### src/rtl/rv_alu2_pkg.sv
// Shared types for the second execute stage: operand/result buses, ALU selectors,
// divider states and the branch/M-extension funct3 encodings.
package rv_alu2_pkg;

   typedef enum logic [2:0] {
      RES_ARITH  = 3'd0,
      RES_LOGIC  = 3'd1,
      RES_SHIFT  = 3'd2,
      RES_SLT    = 3'd3,
      RES_MULDIV = 3'd4
   } alu_res_t;

   typedef enum logic [1:0] {
      IDLE = 2'd0,
      CALC = 2'd1,
      DONE = 2'd2
   } div_state_t;

   // alu_ctrl is interpreted per alu_res group
   localparam logic [1:0] CTRL_ADD  = 2'd0, CTRL_SUB  = 2'd1;
   localparam logic [1:0] CTRL_AND  = 2'd0, CTRL_OR   = 2'd1, CTRL_XOR = 2'd2;
   localparam logic [1:0] CTRL_SLL  = 2'd0, CTRL_SRL  = 2'd1, CTRL_SRA = 2'd2;
   localparam logic [1:0] CTRL_SLT  = 2'd0, CTRL_SLTU = 2'd1;

   localparam logic [2:0] F3_BEQ  = 3'b000, F3_BNE  = 3'b001, F3_BLT  = 3'b100;
   localparam logic [2:0] F3_BGE  = 3'b101, F3_BLTU = 3'b110, F3_BGEU = 3'b111;
   localparam logic [2:0] F3_MUL  = 3'b000, F3_MULH = 3'b001, F3_MULHSU = 3'b010;
   localparam logic [2:0] F3_MULHU = 3'b011, F3_DIV = 3'b100, F3_DIVU = 3'b101;
   localparam logic [2:0] F3_REM  = 3'b110, F3_REMU = 3'b111;

   typedef struct packed {
      logic [31:0] op1;
      logic [31:0] op2;
      alu_res_t    alu_res;
      logic [1:0]  alu_ctrl;
      logic [2:0]  funct3;
      logic [4:0]  rd;
      logic        reg_write;
      logic        store;
      logic        inst_jal_jalr;
      logic        inst_branch;
      logic [31:0] pc;
      logic [31:0] pc_target;
      logic [1:0]  res_src;
      logic [31:0] reg_data2;
      logic        compressed;
   } alu1_bus_t;

   typedef struct packed {
      logic [31:0] result;
      logic [31:0] pc_next;
      logic [31:0] pc_target;
      logic        pc_select;
      logic [4:0]  rd;
      logic        reg_write;
      logic        store;
      logic [1:0]  res_src;
      logic [2:0]  funct3;
      logic [31:0] reg_data2;
   } alu2_bus_t;

   function automatic logic branch_taken(input logic [2:0] f3, input logic [31:0] a,
                                         input logic [31:0] b);
      logic signed [31:0] sa;
      logic signed [31:0] sb;
      logic               taken;
      sa    = a;
      sb    = b;
      taken = 1'b0;
      case (f3)
         F3_BEQ:  taken = (a == b);
         F3_BNE:  taken = (a != b);
         F3_BLT:  taken = (sa < sb);
         F3_BGE:  taken = (sa >= sb);
         F3_BLTU: taken = (a < b);
         F3_BGEU: taken = (a >= b);
         default: taken = 1'b0;
      endcase
      return taken;
   endfunction

endpackage

### src/rtl/rv_alu2_div.sv
// Iterative restoring divider (one quotient bit per cycle) with magnitude operands
// and sign fix-up on the way out; division by zero and signed overflow may finish early.
module rv_div_iter
   import rv_alu2_pkg::*;
#(
   parameter int DIV_EARLY_OUT = 1
)(
   input  logic        i_clk,
   input  logic        i_reset_n,
   input  logic        i_start,
   input  logic        i_flush,
   input  logic        i_hold,
   input  logic [31:0] i_dividend,
   input  logic [31:0] i_divisor,
   input  logic        i_signed,
   input  logic        i_rem_sel,
   output logic        o_busy,
   output logic        o_done,
   output logic [31:0] o_result
);

   div_state_t  r_state;
   logic [4:0]  r_cnt;
   logic [31:0] r_quot;
   logic [31:0] r_rem;
   logic [31:0] r_divisor;
   logic        r_neg_q;
   logic        r_neg_r;
   logic        r_rem_sel;

   logic        w_go;
   logic        w_a_neg;
   logic        w_b_neg;
   logic        w_div_zero;
   logic        w_ovf;
   logic        w_early;
   logic [31:0] w_abs_a;
   logic [31:0] w_abs_b;
   logic [32:0] w_shift;
   logic [32:0] w_trial;

   assign w_go       = i_start && !i_flush && (r_state == IDLE);
   assign w_a_neg    = i_signed && i_dividend[31];
   assign w_b_neg    = i_signed && i_divisor[31];
   assign w_abs_a    = w_a_neg ? (32'd0 - i_dividend) : i_dividend;
   assign w_abs_b    = w_b_neg ? (32'd0 - i_divisor) : i_divisor;
   assign w_div_zero = (i_divisor == 32'd0);
   assign w_ovf      = i_signed && (i_dividend == 32'h8000_0000) && (i_divisor == 32'hFFFF_FFFF);
   assign w_early    = (DIV_EARLY_OUT != 0) && (w_div_zero || w_ovf);
   assign w_shift    = {r_rem, r_quot[31]};
   assign w_trial    = w_shift - {1'b0, r_divisor};

   always_ff @(posedge i_clk or negedge i_reset_n) begin
      if (!i_reset_n) begin
         r_state   <= IDLE;
         r_cnt     <= 5'd0;
         r_quot    <= 32'd0;
         r_rem     <= 32'd0;
         r_divisor <= 32'd0;
         r_neg_q   <= 1'b0;
         r_neg_r   <= 1'b0;
         r_rem_sel <= 1'b0;
      end else begin
         case (r_state)
            IDLE: begin
               if (w_go) begin
                  r_cnt     <= 5'd0;
                  r_divisor <= w_abs_b;
                  r_neg_r   <= w_a_neg;
                  r_rem_sel <= i_rem_sel;
                  // a zero divisor keeps the all-ones quotient unsigned
                  r_neg_q   <= (w_a_neg ^ w_b_neg) && !w_div_zero && !w_early;
                  if (w_early) begin
                     r_quot  <= w_div_zero ? 32'hFFFF_FFFF : w_abs_a;
                     r_rem   <= w_div_zero ? w_abs_a : 32'd0;
                     r_state <= DONE;
                  end else begin
                     r_quot  <= w_abs_a;
                     r_rem   <= 32'd0;
                     r_state <= CALC;
                  end
               end
            end
            CALC: begin
               if (i_flush) begin
                  r_state <= IDLE;
               end else begin
                  if (!w_trial[32]) begin
                     r_rem  <= w_trial[31:0];
                     r_quot <= {r_quot[30:0], 1'b1};
                  end else begin
                     r_rem  <= w_shift[31:0];
                     r_quot <= {r_quot[30:0], 1'b0};
                  end
                  r_cnt <= r_cnt + 5'd1;
                  if (r_cnt == 5'd31) r_state <= DONE;
               end
            end
            DONE: begin
               if (i_flush || !i_hold) r_state <= IDLE;
            end
            default: r_state <= IDLE;
         endcase
      end
   end

   assign o_busy   = w_go || (r_state == CALC);
   assign o_done   = (r_state == DONE);
   assign o_result = r_rem_sel ? (r_neg_r ? (32'd0 - r_rem) : r_rem)
                               : (r_neg_q ? (32'd0 - r_quot) : r_quot);

endmodule

### src/rtl/rv_alu2.sv
// Second execute stage: stage register, ALU, branch/jump resolution, link address,
// single-cycle multiplier and a stalling iterative divider.
module rv_alu2
   import rv_alu2_pkg::*;
#(
   parameter int MULDIV_EN     = 1,
   parameter int DIV_EARLY_OUT = 1
)(
   input  logic      i_clk,
   input  logic      i_reset_n,
   input  logic      i_flush,
   input  logic      i_stall,
   input  alu1_bus_t i_bus,
   output logic      o_stall_req,
   output alu2_bus_t o_bus
);

   alu1_bus_t          r_bus_p1;
   logic               r_valid_p1;

   logic               w_div_start;
   logic               w_div_busy;
   logic               w_div_done;
   logic [31:0]        w_div_result;
   logic [31:0]        w_mul_res;
   logic [31:0]        w_alu_res;
   logic [31:0]        w_pc_next;
   logic signed [31:0] w_op1;
   logic signed [31:0] w_op2;
   logic signed [63:0] w_ma;
   logic signed [63:0] w_mb;
   logic signed [63:0] w_prod;

   // Stage register p1: flush turns the held instruction into a bubble
   always_ff @(posedge i_clk or negedge i_reset_n) begin
      if (!i_reset_n) begin
         r_bus_p1   <= '0;
         r_valid_p1 <= 1'b0;
      end else if (i_flush) begin
         r_valid_p1             <= 1'b0;
         r_bus_p1.reg_write     <= 1'b0;
         r_bus_p1.store         <= 1'b0;
         r_bus_p1.inst_branch   <= 1'b0;
         r_bus_p1.inst_jal_jalr <= 1'b0;
         if (r_bus_p1.alu_res == RES_MULDIV) r_bus_p1.alu_res <= RES_ARITH;
      end else if (!(i_stall || o_stall_req)) begin
         r_bus_p1   <= i_bus;
         r_valid_p1 <= 1'b1;
      end
   end

   assign w_div_start = (MULDIV_EN != 0) && r_valid_p1 &&
                        (r_bus_p1.alu_res == RES_MULDIV) && r_bus_p1.funct3[2];

   rv_div_iter #(.DIV_EARLY_OUT(DIV_EARLY_OUT)) u_div (
      .i_clk      (i_clk),
      .i_reset_n  (i_reset_n),
      .i_start    (w_div_start),
      .i_flush    (i_flush),
      .i_hold     (i_stall),
      .i_dividend (r_bus_p1.op1),
      .i_divisor  (r_bus_p1.op2),
      .i_signed   (!r_bus_p1.funct3[0]),
      .i_rem_sel  (r_bus_p1.funct3[1]),
      .o_busy     (w_div_busy),
      .o_done     (w_div_done),
      .o_result   (w_div_result)
   );

   assign o_stall_req = w_div_busy;
   assign w_op1       = r_bus_p1.op1;
   assign w_op2       = r_bus_p1.op2;
   assign w_pc_next   = r_bus_p1.pc + (r_bus_p1.compressed ? 32'd2 : 32'd4);

   // 33x33 signed product: MULHU zero-extends both, MULHSU only op2
   assign w_ma      = {{32{r_bus_p1.op1[31] && (r_bus_p1.funct3 != F3_MULHU)}}, r_bus_p1.op1};
   assign w_mb      = {{32{r_bus_p1.op2[31] && !r_bus_p1.funct3[1]}}, r_bus_p1.op2};
   assign w_prod    = w_ma * w_mb;
   assign w_mul_res = (r_bus_p1.funct3 == F3_MUL) ? w_prod[31:0] : w_prod[63:32];

   always_comb begin
      w_alu_res = 32'd0;
      case (r_bus_p1.alu_res)
         RES_ARITH: w_alu_res = (r_bus_p1.alu_ctrl == CTRL_SUB) ? (r_bus_p1.op1 - r_bus_p1.op2)
                                                                : (r_bus_p1.op1 + r_bus_p1.op2);
         RES_LOGIC: begin
            case (r_bus_p1.alu_ctrl)
               CTRL_AND: w_alu_res = r_bus_p1.op1 & r_bus_p1.op2;
               CTRL_OR:  w_alu_res = r_bus_p1.op1 | r_bus_p1.op2;
               default:  w_alu_res = r_bus_p1.op1 ^ r_bus_p1.op2;
            endcase
         end
         RES_SHIFT: begin
            case (r_bus_p1.alu_ctrl)
               CTRL_SLL: w_alu_res = r_bus_p1.op1 << r_bus_p1.op2[4:0];
               CTRL_SRL: w_alu_res = r_bus_p1.op1 >> r_bus_p1.op2[4:0];
               default:  w_alu_res = w_op1 >>> r_bus_p1.op2[4:0];
            endcase
         end
         RES_SLT: w_alu_res = (r_bus_p1.alu_ctrl == CTRL_SLTU) ? {31'd0, r_bus_p1.op1 < r_bus_p1.op2}
                                                               : {31'd0, w_op1 < w_op2};
         RES_MULDIV: begin
            if (MULDIV_EN != 0) begin
               if (!r_bus_p1.funct3[2])  w_alu_res = w_mul_res;
               else if (w_div_done)      w_alu_res = w_div_result;
            end
         end
         default: w_alu_res = 32'd0;
      endcase
   end

   // Output bus: nothing architectural leaves while the divider holds the stage
   always_comb begin
      o_bus = '0;
      if (r_valid_p1) begin
         o_bus.result    = r_bus_p1.inst_jal_jalr ? w_pc_next : w_alu_res;
         o_bus.pc_next   = w_pc_next;
         o_bus.pc_target = {r_bus_p1.pc_target[31:1], 1'b0};
         o_bus.pc_select = !o_stall_req && (r_bus_p1.inst_jal_jalr ||
                           (r_bus_p1.inst_branch &&
                            branch_taken(r_bus_p1.funct3, r_bus_p1.op1, r_bus_p1.op2)));
         o_bus.rd        = r_bus_p1.rd;
         o_bus.reg_write = r_bus_p1.reg_write && !o_stall_req;
         o_bus.store     = r_bus_p1.store && !o_stall_req;
         o_bus.res_src   = r_bus_p1.res_src;
         o_bus.funct3    = r_bus_p1.funct3;
         o_bus.reg_data2 = r_bus_p1.reg_data2;
      end
   end

endmodule

### config.mk
export PLATFORM = sky130hd
export DESIGN_NAME = rv_alu2
export DESIGN_NICKNAME = d
export VERILOG_FILES = /design/src/rtl/rv_alu2_pkg.sv /design/src/rtl/rv_alu2_div.sv /design/src/rtl/rv_alu2.sv
export SDC_FILE = /design/constraint.sdc
export NUM_CORES = 2
export LEC_CHECK = 0
export BUFFER_PORTS_ARGS = -buffer_cell sky130_fd_sc_hd__buf_2
export CAP_MARGIN = 20
export CORE_UTILIZATION = 60
export DETAILED_ROUTE_END_ITERATION = 12
export PLACE_DENSITY = 0.78
export SYNTH_ARGS = -nofsm -noshare
export SYNTH_HDL_FRONTEND = slang
export SYNTH_SLANG_ARGS = --single-unit
### constraint.sdc
create_clock -name i_clk -period 13.1 [get_ports i_clk]
set_input_delay 2.62 -clock i_clk [delete_from_list [all_inputs] [get_ports i_clk]]
set_output_delay 2.62 -clock i_clk [all_outputs]
set_load 0.05 [all_outputs]
# --- Word-level counts from Yosys, hierarchy flattened ---
# Index checks and enable logic that the tools add are counted.
word_totals:
  ram_bits: 0
  ff_bits: 287
  mem_count: 0
  latchBits: 0
  mem_bits_ro: 0
  out_inout_bits: 142
classes:
  div_mod_pow: 0
  muxes: 45
  n_addsub: 9
  eq_ne: 24
  reduce_logical: 39
  bitwise: 6
  n_lt_le_gt_ge: 4
  shifts: 3
  mul: 1
op_table:
  columns: ["operator", "n"]
  rows:
  - ["$mux 32", 19]
  - ["$pmux 32 s2", 4]
  - ["$pmux 32 s5", 1]
  - ["$mux 141", 1]
  - ["$sub 1x32->32 const A", 4]
  - ["$mux 116", 1]
  - ["$eq 32x32->1 const B", 2]
  - ["$ge 32x32->1", 2]
  - ["$lt 32x32->1", 2]
  - ["$mul 33x33->64", 1]
  - ["$sub 33x32->33", 1]
  - ["$add 32x3->32", 1]
  - ["$add 32x32->32", 1]
  - ["$and 32x32->32", 1]
  - ["$eq 32x32->1", 1]
  - ["$logic_not 32->1", 1]
  - ["$ne 32x32->1", 1]
  - ["$or 32x32->32", 1]
  - ["$shl 32x5->32", 1]
  - ["$shr 32x5->32", 1]
  - ["$sshr 32x5->32", 1]
  - ["$sub 32x32->32", 1]
  - ["$xor 32x32->32", 1]
  - ["$logic_and 1x1->1", 16]
  - ["27 further kinds", 65]

# --- Depth between registers and ports, before layout ---
depth:
  word_depth: 9
  mapped_depth: 34
  mapped_depth_nobuf: 29

# --- Modules after synthesis ---
# A second synthesis with hierarchy kept.
hier_totals:
  cells_unflattened: 7711
  area_unflattened_um2: 64393.0
modules_own_cells:
  columns: ["module", "area_each_um2", "seq_area_each_um2", "instances", "cells_per_inst"]
  rows:
  - ["rv_alu2", 54682.4, 4504.3, 1, 6432]
  - ["rv_div_iter", 9710.6, 2652.5, 1, 1279]

# --- Worst setup path after synthesis ---
# Ideal clock, no wire load.
synth_timing:
  path_kind: "register to output"
  startpoint: "register r_bus_p1 (netlist bit w_op2[2])"
  endpoint: "output port o_bus[132] in the netlist's numbering"
  t_arrival_ps: 10140
  path_stages_with_launch: 35
  path_buffers: 7
  setup_slack_ps: 340
  t_required_ps: 10480
  cell_sequence: "dfrtp_1 clkbuf_1 inv_1 clkbuf_1 buf_1 clkbuf_1 buf_1 clkbuf_1 nor2_1 fa_1 inv_1 fa_1 inv_1 fa_1 inv_1 fa_1 inv_1 fa_1 fa_1 fa_1 inv_1 fa_1 inv_1 ha_1 buf_2 nand4_1 nor2_1 or4b_1 a211oi_2 o21ai_2 a2111oi_4 o21a_1 nor4_1 a311o_1 a221oi_1"
synth_rtl:
  columns: ["element", "line_no", "text"]
  rows:
  - ["start, declared", "rv_alu2.sv:18", "alu1_bus_t r_bus_p1;"]
  - ["start signal, assigned", "rv_alu2.sv:47", "r_bus_p1 <= i_bus;"]
  - ["end, declared", "rv_alu2.sv:15", "output alu2_bus_t o_bus"]

==> metrics.md <==
| Metric | Value |
|---|---|
| Core area | `0.1056 sq mm` |
| Post-synth EDFFs | `0` |
| Slew @ Worst Pin | `1264 ps` |
| Dpl cells | `9108` |
| Port Buffers | `323` |
| Post-DP HPWL | `219100 microns` |
| # Max-Cap Violations | `0` |
| CP startpoint kind | `flip-flop` |
| Grt total ovfl | `0` |
| Non-filler cells, final | `9211` |
| Gate Count Post-Synth | `7618` |
| Outcome | `complete, but fails checks` |
| Initial Utilization | `0.6070` |
| Fin. Hold Viols | `0` |
| Post-route minimum period | `13070 ps` |
| GP Congestion | `1.128` |
| Yosys warning count | `0` |
| Crit Path Category | `reg2out` |
| Final Cell Area | `0.06961 sq mm` |
| CTS tree | `done` |
| Worst Hold Class | `reg2reg` |
| Syn Area/Cell | `8.412 sq um` |
| Register area share after synthesis | `0.1117` |
| First-pass GRT wire length | `405600 microns` |
| CTS H-Tree Depth | `2` |
| DRT Wirelength | `280400 microns` |
| Initial antenna violation count | `36` |
| Vias per cell | `6.547` |
| FF+latch area | `0.007184 sq mm` |
| Clk root buf | `clkbuf_16` |
| Yosys top cell by area | `fa_1` |
| RSZ-0062 raised after global routing | `false` |
| Largest net degree at the start of global routing | `150` |
| Synth async-reset ratio | `1.000` |
| Final period utilization | `0.9977` |
| Commonest cells in the netlist | `inv_1 (1244), fa_1 (1129), nand2_1 (1036)` |
| Post-CTS Hold Fix Bufs | `0` |
| Die ar. | `0.1081 sq mm` |
| Layout cell share with drive strength beyond 1 | `0.1201` |
| Clock Latency Late Sink | `670 ps` |
| Drt initial violations | `8137` |
| Multi-input logic area | `0.05031 sq mm` |
| Peak Freq | `76.51 MHz` |
| Fin util | `0.6594` |
| Leading post-synthesis cells by cell area | `fa_1 (35%), dfrtp_1 (11%), inv_1 (7.3%)` |
| Count leader, synth | `inv_1` |
| Clock transition at the registers of the reported paths | `70 ps` |
| Drc violations | `21` |
| CP required | `10480 ps` |
| Die X | `328.8 microns` |
| Yosys reg bits | `286` |
| Syn Std Cell Area | `0.06408 sq mm` |
| DP Area | `0.06797 sq mm` |
| Maximum clock insertion buffer count | `3` |
| Setup_tns | `0 ps` |
| Sink Count | `286` |
| WL/cell | `30.44 microns` |
| Area growth syn-to-layout | `8.624%` |
| Normalized max-slew margin | `0.1559` |
| Die height | `328.8 microns` |
| Synth Flop Type | `dfrtp_1` |
| Total GRT Usage | `0.5235` |
| Syn nets | `9281` |
| ANT nets after route | `0` |
| Core Rows | `119` |
| Synth top area share | `0.3527` |
| Filler cells | `8728` |
| Violated checks | `design-rule violations` |
| Fin. max-slew vios | `0` |
| Final-report setup violation count | `0` |
| CP max FO | `12` |
| Via count | `60300` |
| Vias in the first global route | `60990` |
| Element type at the critical path end | `primary output` |
| Synth cell types | `88` |
| CTS Buf Count | `39` |
| Post-Route Skew | `48.38 ps` |
| # IOs | `326` |
| Nets@finish | `9432` |
| DR pass1 iterations | `11` |
| Worst path arrival time | `10450 ps` |
## path summary, 6_finish.rpt
check                                                start                         endpoint  slack, ps  depth (start not counted)
max reg2reg                           w_op2[1]$_DFFE_PN0P_      u_div.r_rem[31]$_DFFE_PN0P_       7420                         13
min                        u_div.r_divisor[13]$_DFFE_PN0P_  u_div.r_divisor[13]$_DFFE_PN0P_        480                          2
min reg2reg                u_div.r_divisor[13]$_DFFE_PN0P_  u_div.r_divisor[13]$_DFFE_PN0P_        480                          2
max                                  w_op1[12]$_DFFE_PN0P_                       o_bus[132]         30                         27
min in group asynchronous                        i_reset_n       u_div.r_cnt[2]$_DFFE_PN0P_       1890                          1
max in group asynchronous                        i_reset_n            w_op1[19]$_DFFE_PN0P_       8840                          3
## metal layers
metal,wire length (microns),global-route usage,vias to the layer above
li1,-,-,24530
met1,96150,0.6473,29790
met2,117000,0.7454,4685
met3,40740,0.1921,1275
met4,26320,0.3972,22
met5,193,0.002662,-
## placed cells by master, fill, tap and decap left out, types with 84 or more instances in the layout
master   Yosys  routed
dfrtp_1    286     266
buf_4        4     283
o21ai_0    402     401
a21oi_1    303     303
nand3_1     85      85
and2_1      96      96
inv_1     1244    1238
mux2_2     114     114
xnor2_1    183     183
buf_2       16     311
nand2_1   1036    1035
fa_1      1129    1127
ha_1       350     350
nor3_1      86      84
nor2_1     751     749
## stage by stage
| stage | hold WS, ps | setup WS [ps] |
|---|---|---|
| 6_report | 480.4 | 30.01 |
| 5_1_grt | 501.6 | 9.670 |
| 4_1_cts | 482.9 | 14.18 |
| 3_5_place_dp | 469.8 | 599.7 |
| 3_3_place_gp | 464.8 | 671.3 |
| 2_1_floorplan | 449.8 | 340.0 |
## cell families (layout without fill, tap and decap cells)
| family | count (synthesis) | in the layout | synth area share |
|---|---|---|---|
| multiplexers | 237 | 237 | 0.04842 |
| adder cells (fa/ha/maj) | 1479 | 1479 | 0.4210 |
| buffers and inverters | 1776 | 1957 | 0.1046 |
| XOR/XNOR | 257 | 257 | 0.03513 |
| AND/OR/NAND/NOR | 2320 | 2320 | 0.1548 |
| other | 1 | 22 | 0.00005852 |
| AO/OA/AOI/OAI | 1262 | 1262 | 0.1242 |
| flip-flops | 286 | 286 | 0.1117 |
## what timing repair did
item	4_1_cts	5_1_grt
endpoints found under the setup margin	2	20
setup buffers	0	8
pin swaps	0	1
resized for setup	4	21
## worst max-delay path, stage by stage, from the launching register on
cell and delay (ps):
dfrtp_1 790, buf_4 430, nand2_1 120, fa_1 510, inv_1 50, fa_1 560
fa_1 460, fa_1 540, inv_1 50, fa_1 480, inv_1 60, fa_1 460
fa_1 490, inv_1 50, fa_1 480, inv_1 50, ha_1 390, and3_1 270
nand4_1 190, or4b_1 610, a211oi_4 450, o21ai_2 160, a2111oi_4 460, o21a_1 320
nor4_1 90, a311o_1 470, a221oi_1 390, buf_2 350
## state kept, by name (all words and copies together), names as in the netlist, 2 cells and up
name / cells
r_bus_p1: 115
u_div.r_cnt: 5
w_op2: 32
u_div.r_state: 2
w_op1: 32
u_div.r_rem: 32
u_div.r_divisor: 32
u_div.r_quot: 32
## cell type report
type,count,share of cell area
multi-input combinational,5556,0.7227
sequential,286,0.1032
inverter,1268,0.06875
timing repair buffer,618,0.05912
tap,1391,0.02500
clock buffer,53,0.01621
clock inverter,18,0.004224
antenna,21,0.0007549
Power is left out: the tool's default activity adds up to more than one toggle a clock period on the data nets, which glitch-free logic cannot reach.
